$ cat config.mk
export PLATFORM = sky130hd
export DESIGN_NAME = fighter_anim_ctrl
export DESIGN_NICKNAME = d
export VERILOG_FILES = /design/src/rtl/fighter_anim_ctrl.sv
export SDC_FILE = /design/constraint.sdc
export NUM_CORES = 1
export LEC_CHECK = 0
export CORE_UTILIZATION = 56
export DETAILED_ROUTE_END_ITERATION = 10
export PLACE_DENSITY_LB_ADDON = 0.05
export SYNTH_ARGS = -nofsm -noshare
export SYNTH_HDL_FRONTEND = slang
export SYNTH_SLANG_ARGS = --single-unit
$ cat constraint.sdc
create_clock -name vga_clk -period 12.6 [get_ports vga_clk]
set_clock_uncertainty 0.2 [all_clocks]
set_input_delay 2.52 -clock vga_clk [delete_from_list [all_inputs] [get_ports vga_clk]]
set_output_delay 2.52 -clock vga_clk [all_outputs]
set_load 0.01 [all_outputs]
$ cat src/rtl/fighter_anim_ctrl.sv
// fighter_anim_ctrl: per-fighter animation sequencer and
// sprite ROM address generator (stand / punch / hit).
module fighter_anim_ctrl #(
  parameter int SPRITE_W     = 48,
  parameter int SPRITE_H     = 80,
  parameter int IDLE_FRAMES  = 4,
  parameter int PUNCH_FRAMES = 4,
  parameter int HIT_FRAMES   = 2,
  parameter int HOLD_TICKS   = 6
) (
  input  logic        vga_clk,
  input  logic        reset,
  input  logic        frame_tick,
  input  logic        punch_req,
  input  logic        hit_req,
  input  logic [9:0]  pos_x,
  input  logic [9:0]  pos_y,
  input  logic        facing_left,
  input  logic [9:0]  draw_x,
  input  logic [9:0]  draw_y,
  output logic [13:0] rom_address,
  output logic [1:0]  anim_sel,
  output logic        sprite_on,
  output logic        busy
);

  localparam int HW = $clog2(HOLD_TICKS + 1);

  localparam logic [HW-1:0] HOLD_LAST =
    HW'(HOLD_TICKS - 1);

  localparam logic [1:0] IDLE_LAST  = 2'(IDLE_FRAMES - 1);
  localparam logic [1:0] PUNCH_LAST = 2'(PUNCH_FRAMES - 1);
  localparam logic [1:0] HIT_LAST   = 2'(HIT_FRAMES - 1);

  localparam logic [13:0] FRAME_SZ =
    14'(SPRITE_W * SPRITE_H);

  typedef enum logic [1:0] {
    S_IDLE  = 2'd0,
    S_PUNCH = 2'd1,
    S_HIT   = 2'd2
  } state_t;

  state_t          r_state;
  logic [1:0]      r_frame;
  logic [HW-1:0]   r_hold;
  logic            r_pend_hit;
  logic            r_pend_punch;
  logic [1:0]      r_anim_sel;
  logic            r_busy;
  logic [13:0]     r_rom_address;
  logic            r_sprite_on;

  // A request in the same cycle as the tick counts
  // as already pending.
  logic w_hit;
  logic w_punch;

  assign w_hit   = r_pend_hit | hit_req;
  assign w_punch = r_pend_punch |
                   (punch_req & (r_state == S_IDLE));

  // Animation state, frame/hold counters, request
  // latches and registered state outputs.
  always_ff @(posedge vga_clk) begin
    if (reset) begin
      r_state      <= S_IDLE;
      r_frame      <= '0;
      r_hold       <= '0;
      r_pend_hit   <= 1'b0;
      r_pend_punch <= 1'b0;
      r_anim_sel   <= 2'd0;
      r_busy       <= 1'b0;
    end else if (frame_tick) begin
      r_pend_hit   <= 1'b0;
      r_pend_punch <= 1'b0;
      if (w_hit) begin
        r_state    <= S_HIT;
        r_frame    <= '0;
        r_hold     <= '0;
        r_anim_sel <= 2'd2;
        r_busy     <= 1'b1;
      end else if (r_state == S_IDLE && w_punch) begin
        r_state    <= S_PUNCH;
        r_frame    <= '0;
        r_hold     <= '0;
        r_anim_sel <= 2'd1;
        r_busy     <= 1'b1;
      end else if (r_hold < HOLD_LAST) begin
        r_hold <= r_hold + 1'b1;
      end else begin
        r_hold <= '0;
        unique case (r_state)
          S_IDLE: begin
            if (r_frame == IDLE_LAST)
              r_frame <= '0;
            else
              r_frame <= r_frame + 1'b1;
          end
          S_PUNCH: begin
            if (r_frame == PUNCH_LAST) begin
              r_state    <= S_IDLE;
              r_frame    <= '0;
              r_anim_sel <= 2'd0;
              r_busy     <= 1'b0;
            end else begin
              r_frame <= r_frame + 1'b1;
            end
          end
          S_HIT: begin
            if (r_frame == HIT_LAST) begin
              r_state    <= S_IDLE;
              r_frame    <= '0;
              r_anim_sel <= 2'd0;
              r_busy     <= 1'b0;
            end else begin
              r_frame <= r_frame + 1'b1;
            end
          end
          default: begin
            r_state    <= S_IDLE;
            r_frame    <= '0;
            r_anim_sel <= 2'd0;
            r_busy     <= 1'b0;
          end
        endcase
      end
    end else begin
      if (hit_req)
        r_pend_hit <= 1'b1;
      if (punch_req && r_state == S_IDLE)
        r_pend_punch <= 1'b1;
    end
  end

  // Sprite-relative coordinates; negative offsets wrap
  // large and so fall outside the box.
  logic [9:0]  w_rel_x;
  logic [9:0]  w_rel_y;
  logic [9:0]  w_col;
  logic        w_inside;
  logic [13:0] w_addr;

  assign w_rel_x  = draw_x - pos_x;
  assign w_rel_y  = draw_y - pos_y;
  assign w_inside = (w_rel_x < 10'(SPRITE_W)) &&
                    (w_rel_y < 10'(SPRITE_H));
  assign w_col    = facing_left ?
                    (10'(SPRITE_W - 1) - w_rel_x) :
                    w_rel_x;
  assign w_addr   = (14'(r_frame) * FRAME_SZ) +
                    (14'(w_rel_y) * 14'(SPRITE_W)) +
                    14'(w_col);

  // Registered ROM address and coverage flag, one
  // pixel clock behind draw_x/draw_y.
  always_ff @(posedge vga_clk) begin
    if (reset) begin
      r_rom_address <= '0;
      r_sprite_on   <= 1'b0;
    end else if (w_inside) begin
      r_rom_address <= w_addr;
      r_sprite_on   <= 1'b1;
    end else begin
      r_rom_address <= '0;
      r_sprite_on   <= 1'b0;
    end
  end

  assign rom_address = r_rom_address;
  assign sprite_on   = r_sprite_on;
  assign anim_sel    = r_anim_sel;
  assign busy        = r_busy;

endmodule

Word-level counts from Yosys, hierarchy flattened
Index checks and enable logic that the tools add are counted.
Operators by class
  $lt $le $gt $ge: 3
  div/mod/pow operators: 0
  reduce and logical (&&, ||, !) cells: 9
  mux-type cells: 23
  bitwise logic cells: 4
  equal/unequal tests: 8
  shifts and indexed selects: 0
  multipliers: 2
  add/sub/neg operators: 7
Operators by type and width (count)
  $mux W2: 10
  $sub A10 B10 Y10: 2
  $add A14 B10 Y14: 1
  $add A14 B14 Y14: 1
  $lt A10 B6 Y1 const B: 1
  $lt A10 B7 Y1 const B: 1
  $mul A10 B2 Y10 const B: 1
  $mux W10: 1
  $sub A6 B10 Y10 const A: 1
  $mux W3: 3
  $ne A4 B4 Y1 const B: 2
  $mul A2 B4 Y6 const B: 1
  $mux W1: 6
  $pmux W2 S3: 1
  $reduce_or A2 Y1: 3
  $reduce_and A5 Y1: 1
  $eq A2 B1 Y1 const B: 2
  $eq A2 B2 Y1 const B: 2
  $pmux W2 S2: 1
  $add A3 B1 Y3 const B: 1
  $logic_and A1 B1 Y1: 3
  $lt A3 B3 Y1 const B: 1
  $ne A3 B2 Y1 const B: 1
  $ne A3 B3 Y1 const B: 1
  other kinds (7): 8
Storage, ports and cells
  register bits after elaboration: 25
  word-level logic and storage cells: 64
  input bits: 46
  ROM bits: 0
  output and inout port bits: 18
  latch bits: 0
  memory bits (writable): 0
  memories: 0

Longest topological paths before layout
Gate-level depths: netlist (run 1).
  depth after elaboration: 6
  mapped depth: 22
  mapped depth without buffers: 22

Worst setup path after synthesis (run 1)
OpenSTA, ideal clock, no wires.
  path kind: input port to flip-flop
  start: input pos_x[4]
  end: register r_rom_address[13] (netlist: rom_address[13])
  arrival: 6087 ps
  cell stages on the path: 18
  setup time: 119 ps
  buffers on the path: 0
  slack: 6194 ps
  required time: 12281 ps
  cells stage by stage: inv_1 -> ha_1 -> nor2b_1 -> a221o_1 -> a211oi_1 -> inv_1 -> ha_1 -> a2111oi_1 -> o21ai_1 -> nand2_1 -> xnor2_1 -> fa_1 -> ha_1 -> a21oi_1 -> o21ai_0 -> o41ai_1 -> xnor2_1 -> nor2_4
On the way
  longest elaborated chain between the ends: 5
  elaborated cells on any way between the ends: 8
  classes of those cells: add/sub: 3; order compare: 1; mux: 1; bitwise: 1; reduce/logical: 2
RTL lines
  start, declared: line 16  | input logic [9:0] pos_x,
  $sub A10 B10 Y10 *: line 145  | assign w_rel_x = draw_x - pos_x;
  branches (longest 4 deep; another with $add A14 B10 Y14)
  end signal, assigned: line 163  | r_rom_address <= w_addr;
  end, declared: line 52  | logic [13:0] r_rom_address;
Every way passes the cells marked *.
A chain may end at the register's enable or synchronous reset.

Worst setup path in the final report (run 1)
Ends and elaborated chain as after synthesis.

==> results of run 1 <==
[through the flow]
step / hold WS, ps / setup slack [ps]
after floorplan: 240 / 6190
after global routing: 262 / 5160
after global placement: 240 / 5490
final: 255 / 5560
after detailed placement: 243 / 5260
after CTS: 257 / 5530
[registers in the layout, summed over array words and instances, names as in the netlist]
| name | flops |
|---|---|
| anim_sel | 2 |
| busy | 1 |
| r_frame | 2 |
| r_hold | 3 |
| r_pend_hit | 1 |
| r_pend_punch | 1 |
| rom_address | 14 |
| sprite_on | 1 |
[cell type report]
| class | instances | area (µm²) | share of cell area [%] |
|---|---|---|---|
| Clock buffer | 3 | 41.3 | 1.16 |
| Inverter | 41 | 154 | 4.32 |
| Multi-Input combinational cell | 268 | 2150 | 60.3 |
| Clock inverter | 1 | 5.00 | 0.140 |
| Tap cell | 67 | 83.8 | 2.35 |
| Sequential cell | 25 | 500 | 14.0 |
| Timing Repair Buffer | 63 | 631 | 17.7 |
[cell usage in the layout, fill, tap and decap left out, types with 10 or more instances in the layout]
cell type / instances
dfxtp_1: 25
nand2_1: 12
ha_1: 50
o21ai_0: 15
nand2b_1: 10
xor2_1: 14
nor2_1: 30
a21oi_1: 21
clkdlybuf4s50_1: 63
xnor2_1: 25
inv_1: 41
[cells by family (layout without fill, tap and decap cells)]
group,count (synthesis),count (layout)
AOI/OAI and AO/OA,84,84
and+or+nand+nor,87,87
muxes,2,2
xor gates and xnor gates,39,39
adders and majority gates,56,56
buffers and inverters,47,108
DFF,25,25
[tightest hold or removal path: cells and delay by family (launching register included)]
family / cells / cell delay [ps]
buf+inv: 1 / 50
compound gates: 1 / 50
flops: 1 / 320
[worst max-delay path by stage]
stage                                       endpoint     start  cells past startpoint
after floorplan           rom_address[13]$_SDFF_PP0_  pos_x[4]                     18
after global placement    rom_address[13]$_SDFF_PP0_  pos_x[5]                     19
after detailed placement  rom_address[13]$_SDFF_PP0_  pos_x[4]                     19
after CTS                 rom_address[13]$_SDFF_PP0_  pos_x[4]                     19
after global routing      rom_address[13]$_SDFF_PP0_  pos_x[2]                     19
final                     rom_address[13]$_SDFF_PP0_  pos_x[4]                     19
[where the power goes]
group | total [W] | switching [W] | internal, W
Sequential | 0.0000826 | 0.00000171 | 0.0000809
Clock | 0.0000446 | 0.0000225 | 0.0000220
Combinational | 0.000340 | 0.000181 | 0.000158
[per-layer routing]
layer	vias to the layer above	global-route usage, %	part of all wire [%]
met5	-	0	0
met4	0	5.01	0.63
met3	2	1.23	3.0
met2	58	34.7	46
met1	1079	27.3	50
li1	1305	-	-
==> reports/metrics.csv, run 1 <==
metric;value;unit
syn_avg_cell_area;8.36;µm²
syn-cell-area;2840;µm²
synthesis.nets;442;
status;completed;
vias;2444;
port_buffers;63;
floorplan.rows;25;
cts_tree;built;
drv_cap;0;
synth-edff-count;0;
total_power;0.000467;W
synth_mux_area_share;0.748;%
layout_min_cycle_time;7040;ps
fp.dieArea;5370;µm²
synth_most_common_cell;ha_1;
drc;0;
wl;5.04;mm
timing.fmax;142;MHz
gr-total-overflow;0;
crit_path_end_kind;flip-flop;
r2r_cells;9;
grt_pass1_wl;8.83;mm
hold_path_startpoint;busy$_SDFFE_PP0P_;
place.gp.congestion;0.843;
post_dp_cell_area;3520;µm²
yosysTopAreaCellShare;22.0;%
max_slew_margin;38.1;%
p_leak;1.58;nW
core_area;4820;µm²
syn_inst;340;
drt-initial-drc-count;75;
ys_async_sr_fraction;0;%
dpl.cell_count;464;
rrSetupSlack;9700;ps
cts_resized;0;
layout-drive-gt1-share;3.99;%
yosys_warnings;0;
synth_area_leaders;ha_1, dfxtp_1, xnor2_1;
seq_area_frac_synth;17.6;%
fin_cells;468;
final_max_slew_viol_count;0;
clk_pin_slew;80;ps
die_h;73.3;µm
path_common_cell;ha_1;
fin_tns_setup;0;ps
root_buffer;clkbuf_8;
fin_crit_sh;55.9;%
start_util;59.0;%
worst_pin_slew;929;ps
cts_sinks;25;
fillerInstances;397;
grt_max_degree;16;
fin_util;74.0;%
startpoint_type;input pin;
path_delay_family;compound AO/OA/AOI/OAI gates;
worstPathRequired;12530;ps
grt_pass1_vias;2180;
ys_ff_latch;25;
netlist-cell-type-count;51;
synthSimpleGateAreaFrac;16.6;%
dp_hpwl;4.37;mm
cts_hold_buf;0;
final_nets;504;
path_buf_inv;3;
worstPathArrival;6970;ps
worstSetupPathType;input pin to flip-flop;
reg2reg_from;r_frame[0]$_SDFFE_PP0P_;
power_density;131;nW/µm²
ioPinCount;64;
hp-class;flip-flop to flip-flop;
final_area;3560;µm²
die_x;73.3;µm
synth-adder-area-share;26.2;%
synth_ff_type;dfxtp_1;
path_cells;clkdlybuf4s50_1, inv_1, ha_1, nor2b_1, a221o_1, a211oi_1, inv_1, ha_1, a2111oi_1, o21ai_1, nand2_1, xnor2_1, fa_1, ha_1, a21oi_1, o21ai_0, o41ai_1, xnor2_1, nor2_4;
detail-route-antenna-nets;0;
avgRoutedWirePerCell;10.8;µm
area_growth;25.3;%
drt-vias-per-instance;5.22;
synth_commonest_cells;ha_1, inv_1, nor2_1, dfxtp_1, xnor2_1;
synth_top_family_by_area;adder cells;
synth_xor_area_share;12.0;%
slowest_delay;460;ps
post_cts_buffers;0;
antennaDiodeCount;0;
yosysTopAreaCell;ha_1;
final_hold_viol_count;0;
worst_r2r_endpoint;rom_address[13]$_SDFF_PP0_;
max-vdd-ir-drop;81.8;µV
crit_fanout;7;
min_to;busy$_SDFFE_PP0P_;
rsz0062_at_grt;false;
h-tree-depth;1;
holdPathStages;2;
worst_skew_pair.late_latency;260;ps
firstDrtPassIters;4;
grt_usage;20.1;%
antenna_found_initial;0;
critPathSlowestCell;clkdlybuf4s50_1;
setup_violations;0;
synth-compound-area-share;20.0;%
cts_inserted_buffers;3;
clockBufferDepth;2;
No activity file was read; power rests on OpenSTA's default activity.
==> run 2, diff against run 1 <==
--- a/config.mk
+++ b/config.mk
@@ -5,7 +5,7 @@
 export SDC_FILE = /design/constraint.sdc
 export NUM_CORES = 1
 export LEC_CHECK = 0
-export CORE_UTILIZATION = 56
+export CORE_UTILIZATION = 47
 export DETAILED_ROUTE_END_ITERATION = 10
 export PLACE_DENSITY_LB_ADDON = 0.05
 export SYNTH_ARGS = -nofsm -noshare
==> constraint.sdc (replaced) <==
create_clock -name vga_clk -period 6.45 [get_ports vga_clk]
set_clock_uncertainty 0.2 [all_clocks]
set_input_delay 1.29 -clock vga_clk [delete_from_list [all_inputs] [get_ports vga_clk]]
set_output_delay 1.29 -clock vga_clk [all_outputs]
set_load 0.01 [all_outputs]
==> run 2 against run 1 <==
Compared with the run above:
- sequential share of layout area is essentially flat
- routed wire length grew 1.4%
- clock-buffer cell count grew 1
- flip-flop and latch count is the same
- first-iteration DRC count grew 5.3%
- critical path depth is the same
- critical path type unchanged
==> reports/metrics.csv, run 2 (synthesis results as in run 1) <==
metric;value;unit
final_max_slew_viol_count;0;
floorplan.rows;27;
worstPathArrival;5640;ps
rsz0062_at_grt;false;
worst_pin_slew;908;ps
layout-drive-gt1-share;3.74;%
final_area;3570;µm²
largest_reg_flops;14;
layout_min_cycle_time;5720;ps
setup_ws;733;ps
final_nets;504;
vias;2384;
clockBufferDepth;2;
post-place-ws;451;ps
multiInputGateArea;2150;µm²
setup_violations;0;
final_cell_mix;clkdlybuf4s50_1, ha_1, inv_1, nor2_1;
dp_hpwl;4.46;mm
firstDrtPassIters;4;
grt_max_degree;16;
final_hold_viol_count;0;
hp-class;flip-flop to flip-flop;
cts_inserted_buffers;3;
antenna_found_initial;0;
place.gp.congestion;0.849;
fin_crit_sh;88.6;%
crit_path_end_kind;flip-flop;
grt_pass1_vias;2184;
ioPinCount;64;
grt_pass1_wl;9.20;mm
post_cts_buffers;0;
area_growth;25.5;%
cts_tree;built;
fp.dieArea;6370;µm²
fin_tns_setup;0;ps
power_density;256;nW/µm²
wl;5.12;mm
max-vdd-ir-drop;153;µV
start_util;50.1;%
drv_cap;0;
die_h;79.8;µm
core_area;5680;µm²
worstSetupPathType;input pin to flip-flop;
status;completed;
worstPathRequired;6380;ps
drt-vias-per-instance;5.04;
layout_commonest_cell;clkdlybuf4s50_1;
cts_sinks;25;
cts_resized;0;
p_leak;1.57;nW
port_buffers;63;
grt_usage;17.5;%
root_buffer;clkbuf_8;
h-tree-depth;1;
post_dp_cell_area;3520;µm²
antennaDiodeCount;0;
startpoint_type;input pin;
drc;0;
crit_fanout;8;
fillerInstances;534;
timing.fmax;175;MHz
cts_hold_buf;0;
clk_pin_slew;80;ps
avgRoutedWirePerCell;10.8;µm
gr-total-overflow;0;
drt-initial-drc-count;79;
max_slew_margin;39.4;%
seq_area;500;µm²
worst_skew_pair.late_latency;260;ps
die_x;79.8;µm
detail-route-antenna-nets;0;
-- run 2: changes by cell type in the layout (fill, tap and decap cells not counted), sizes merged --
cell,change
clkbuf,+1
clkinv,-1
-- run 2: metal layers --
metal  wire (µm)  track usage (%)  part of all wire [%]
met3         170             1.14                   3.3
met5           0                0                     0
met2        2140             28.7                    42
met4          71             4.64                   1.4
met1        2740             24.7                    54
-- run 2: critical path, stage by stage --
cell,delay [ps]
clkdlybuf4s50_1,450
inv_1,40
ha_1,400
inv_1,100
a221o_1,350
a211oi_1,310
inv_1,90
ha_1,220
a2111oi_1,250
o21ai_1,130
nand2_1,100
xnor2_1,160
fa_1,460
ha_1,350
a21oi_1,200
o21ai_0,150
o41ai_1,320
xnor2_1,230
nor2_4,40
-- run 2: worst paths after layout --
kind | slack, ps | cells after the start | end | startpoint
worst max-delay path | 730 | 19 | rom_address[13]$_SDFF_PP0_ | pos_x[5]
worst min-delay path | 250 | 2 | busy$_SDFFE_PP0P_ | busy$_SDFFE_PP0P_
worst max register to register | 3510 | 9 | rom_address[12]$_SDFF_PP0_ | r_frame[0]$_SDFFE_PP0P_
worst min register to register | 250 | 2 | busy$_SDFFE_PP0P_ | busy$_SDFFE_PP0P_
-- run 2: report_power, final --
part,internal [W],switching (W),leakage (nW)
Clock,0.0000440,0.0000433,0.0228
Combinational,0.000310,0.000355,1.35
Sequential,0.000158,0.00000330,0.202
-- run 2: final cells by class --
type	instances	area share, %
multi-input combinational	268	60.2
timing repair buffer	63	17.7
sequential	25	14.0
inverter	41	4.31
tap	72	2.52
clock buffer	4	1.26
-- run 2: stage by stage --
step                      instances  utilization (%)  total power, W  hold WS, ps
after global routing            473             62.9         0.00102          272
final                           473             62.9        0.000914          252
after CTS                       473             62.9        0.000924          258
after floorplan                 340                -        0.000698          240
after detailed placement        469             62.1        0.000829          243
after global placement          469             62.1        0.000817          240
==> run 3, diff against run 2 <==
--- a/config.mk
+++ b/config.mk
@@ -5,8 +5,10 @@
 export SDC_FILE = /design/constraint.sdc
 export NUM_CORES = 1
 export LEC_CHECK = 0
-export CORE_UTILIZATION = 47
+export CAP_MARGIN = 20
+export CORE_UTILIZATION = 59
 export DETAILED_ROUTE_END_ITERATION = 10
+export DONT_BUFFER_PORTS = 1
 export PLACE_DENSITY_LB_ADDON = 0.05
 export SYNTH_ARGS = -nofsm -noshare
 export SYNTH_HDL_FRONTEND = slang
==> run 3 against run 2 <==
Compared with the run above:
- first-iteration DRC count down 42%
- routed wire length down 8.0%
- critical endpoint unchanged
- largest cell class unchanged
- total power down 4.5%
==> reports/metrics.csv, run 3 (synthesis results as in run 1) <==
metric;value;unit
status;completed;
final_area;2910;µm²
wl;4.71;mm
drc;0;
place.gp.congestion;0.851;
gr-total-overflow;0;
layout-drive-gt1-share;4.44;%
fin_tns_setup;0;ps
core_area;4500;µm²
max_slew_margin;40.2;%
cts_tree;built;
worst_pin_slew;896;ps
worstSetupPathType;input pin to flip-flop;
cts_sinks;25;
largest_reg_flops;14;
hp-class;flip-flop to flip-flop;
clk_pin_slew;80;ps
final_cell_mix;ha_1, inv_1, nor2_1, xnor2_1, dfxtp_1;
drt-vias-per-instance;5.64;
rsz0062_at_grt;false;
ioPinCount;64;
drv_cap;0;
firstDrtPassIters;4;
final_nets;441;
crit_path_end_kind;flip-flop;
die_x;71.4;µm
path_delay_family;compound AO/OA/AOI/OAI gates;
cts_hold_buf;0;
h-tree-depth;1;
fp.dieArea;5100;µm²
grt_pass1_wl;8.43;mm
drt-initial-drc-count;46;
path_cells;inv_1, ha_1, nor2b_1, a221o_1, a211oi_1, inv_1, ha_1, a2111oi_1, o21ai_1, nand2_1, xnor2_1, fa_1, ha_1, a21oi_1, o21ai_0, o41ai_1, xnor2_1, nor2_4;
start_util;63.1;%
dp_hpwl;4.07;mm
detail-route-antenna-nets;0;
vias;2201;
fin_util;64.7;%
post_dp_cell_area;2870;µm²
fillerInstances;430;
floorplan.rows;24;
clockBufferDepth;2;
fin_cells;390;
setup_violations;0;
critPathSlowestCell;fa_1;
worst_skew_pair.late_latency;260;ps
timing.fmax;189;MHz
die_h;71.4;µm
max-vdd-ir-drop;137;µV
cts_resized;0;
cts_inserted_buffers;3;
avgRoutedWirePerCell;12.1;µm
startpoint_type;input pin;
layout_min_cycle_time;5280;ps
root_buffer;clkbuf_8;
path_buf_inv;2;
path_common_cell;ha_1;
final_max_slew_viol_count;0;
grt_usage;19.8;%
grt_max_degree;16;
worstPathRequired;6380;ps
layout_commonest_cell;ha_1;
antennaDiodeCount;0;
power_density;300;nW/µm²
timing.hold.ws;274;ps
post_cts_buffers;0;
fin_crit_sh;81.9;%
antenna_found_initial;0;
crit_fanout;7;
port_buffers;0;
dpl.cell_count;386;
slowest_delay;450;ps
grt_pass1_vias;2021;
final_hold_viol_count;0;
p_leak;1.34;nW
area_growth;2.42;%
worstPathArrival;5220;ps
run 3: tightest hold or removal path, stage by stage (launching register included):
cell	delay [ps]
dfxtp_1	330
nand2_1	60
a21oi_1	50
run 3: worst paths after layout:
kind	end	from	slack [ps]	cells past startpoint
worst max-delay path	rom_address[13]$_SDFF_PP0_	pos_x[4]	1170	18
worst min-delay path	r_hold[2]$_SDFFE_PP0P_	r_hold[2]$_SDFFE_PP0P_	270	2
worst max register to register	rom_address[13]$_SDFF_PP0_	r_frame[0]$_SDFFE_PP0P_	3570	9
worst min register to register	r_hold[2]$_SDFFE_PP0P_	r_hold[2]$_SDFFE_PP0P_	270	2
run 3: report_power, final:
part           internal, W  switching (W)
clock            0.0000440      0.0000431
combinational     0.000283       0.000340
sequential        0.000158     0.00000475
run 3: layout make-up:
| cell class | instances | area, µm² | area share [%] |
|---|---|---|---|
| multi-input combinational | 268 | 2150 | 73.8 |
| tap | 52 | 65.1 | 2.23 |
| clock buffer | 4 | 45.0 | 1.55 |
| inverter | 41 | 154 | 5.28 |
| sequential | 25 | 500 | 17.2 |
run 3: per-stage QoR:
stage / power [W] / worst slack (ps)
after floorplan: 0.000698 / 1270
after global placement: 0.000784 / 1050
after detailed placement: 0.000788 / 928
after CTS: 0.000881 / 1180
after global routing: 0.000980 / 697
final: 0.000873 / 1170
run 3: per-layer routing:
layer  vias up  global-route usage (%)  routed length [µm]
met1       978                    27.8                2530
met3         2                    2.11                 147
met5         -                       0                   0
li1       1172                       -                   -
met4         0                    3.33                  20
met2        49                    33.2                2010
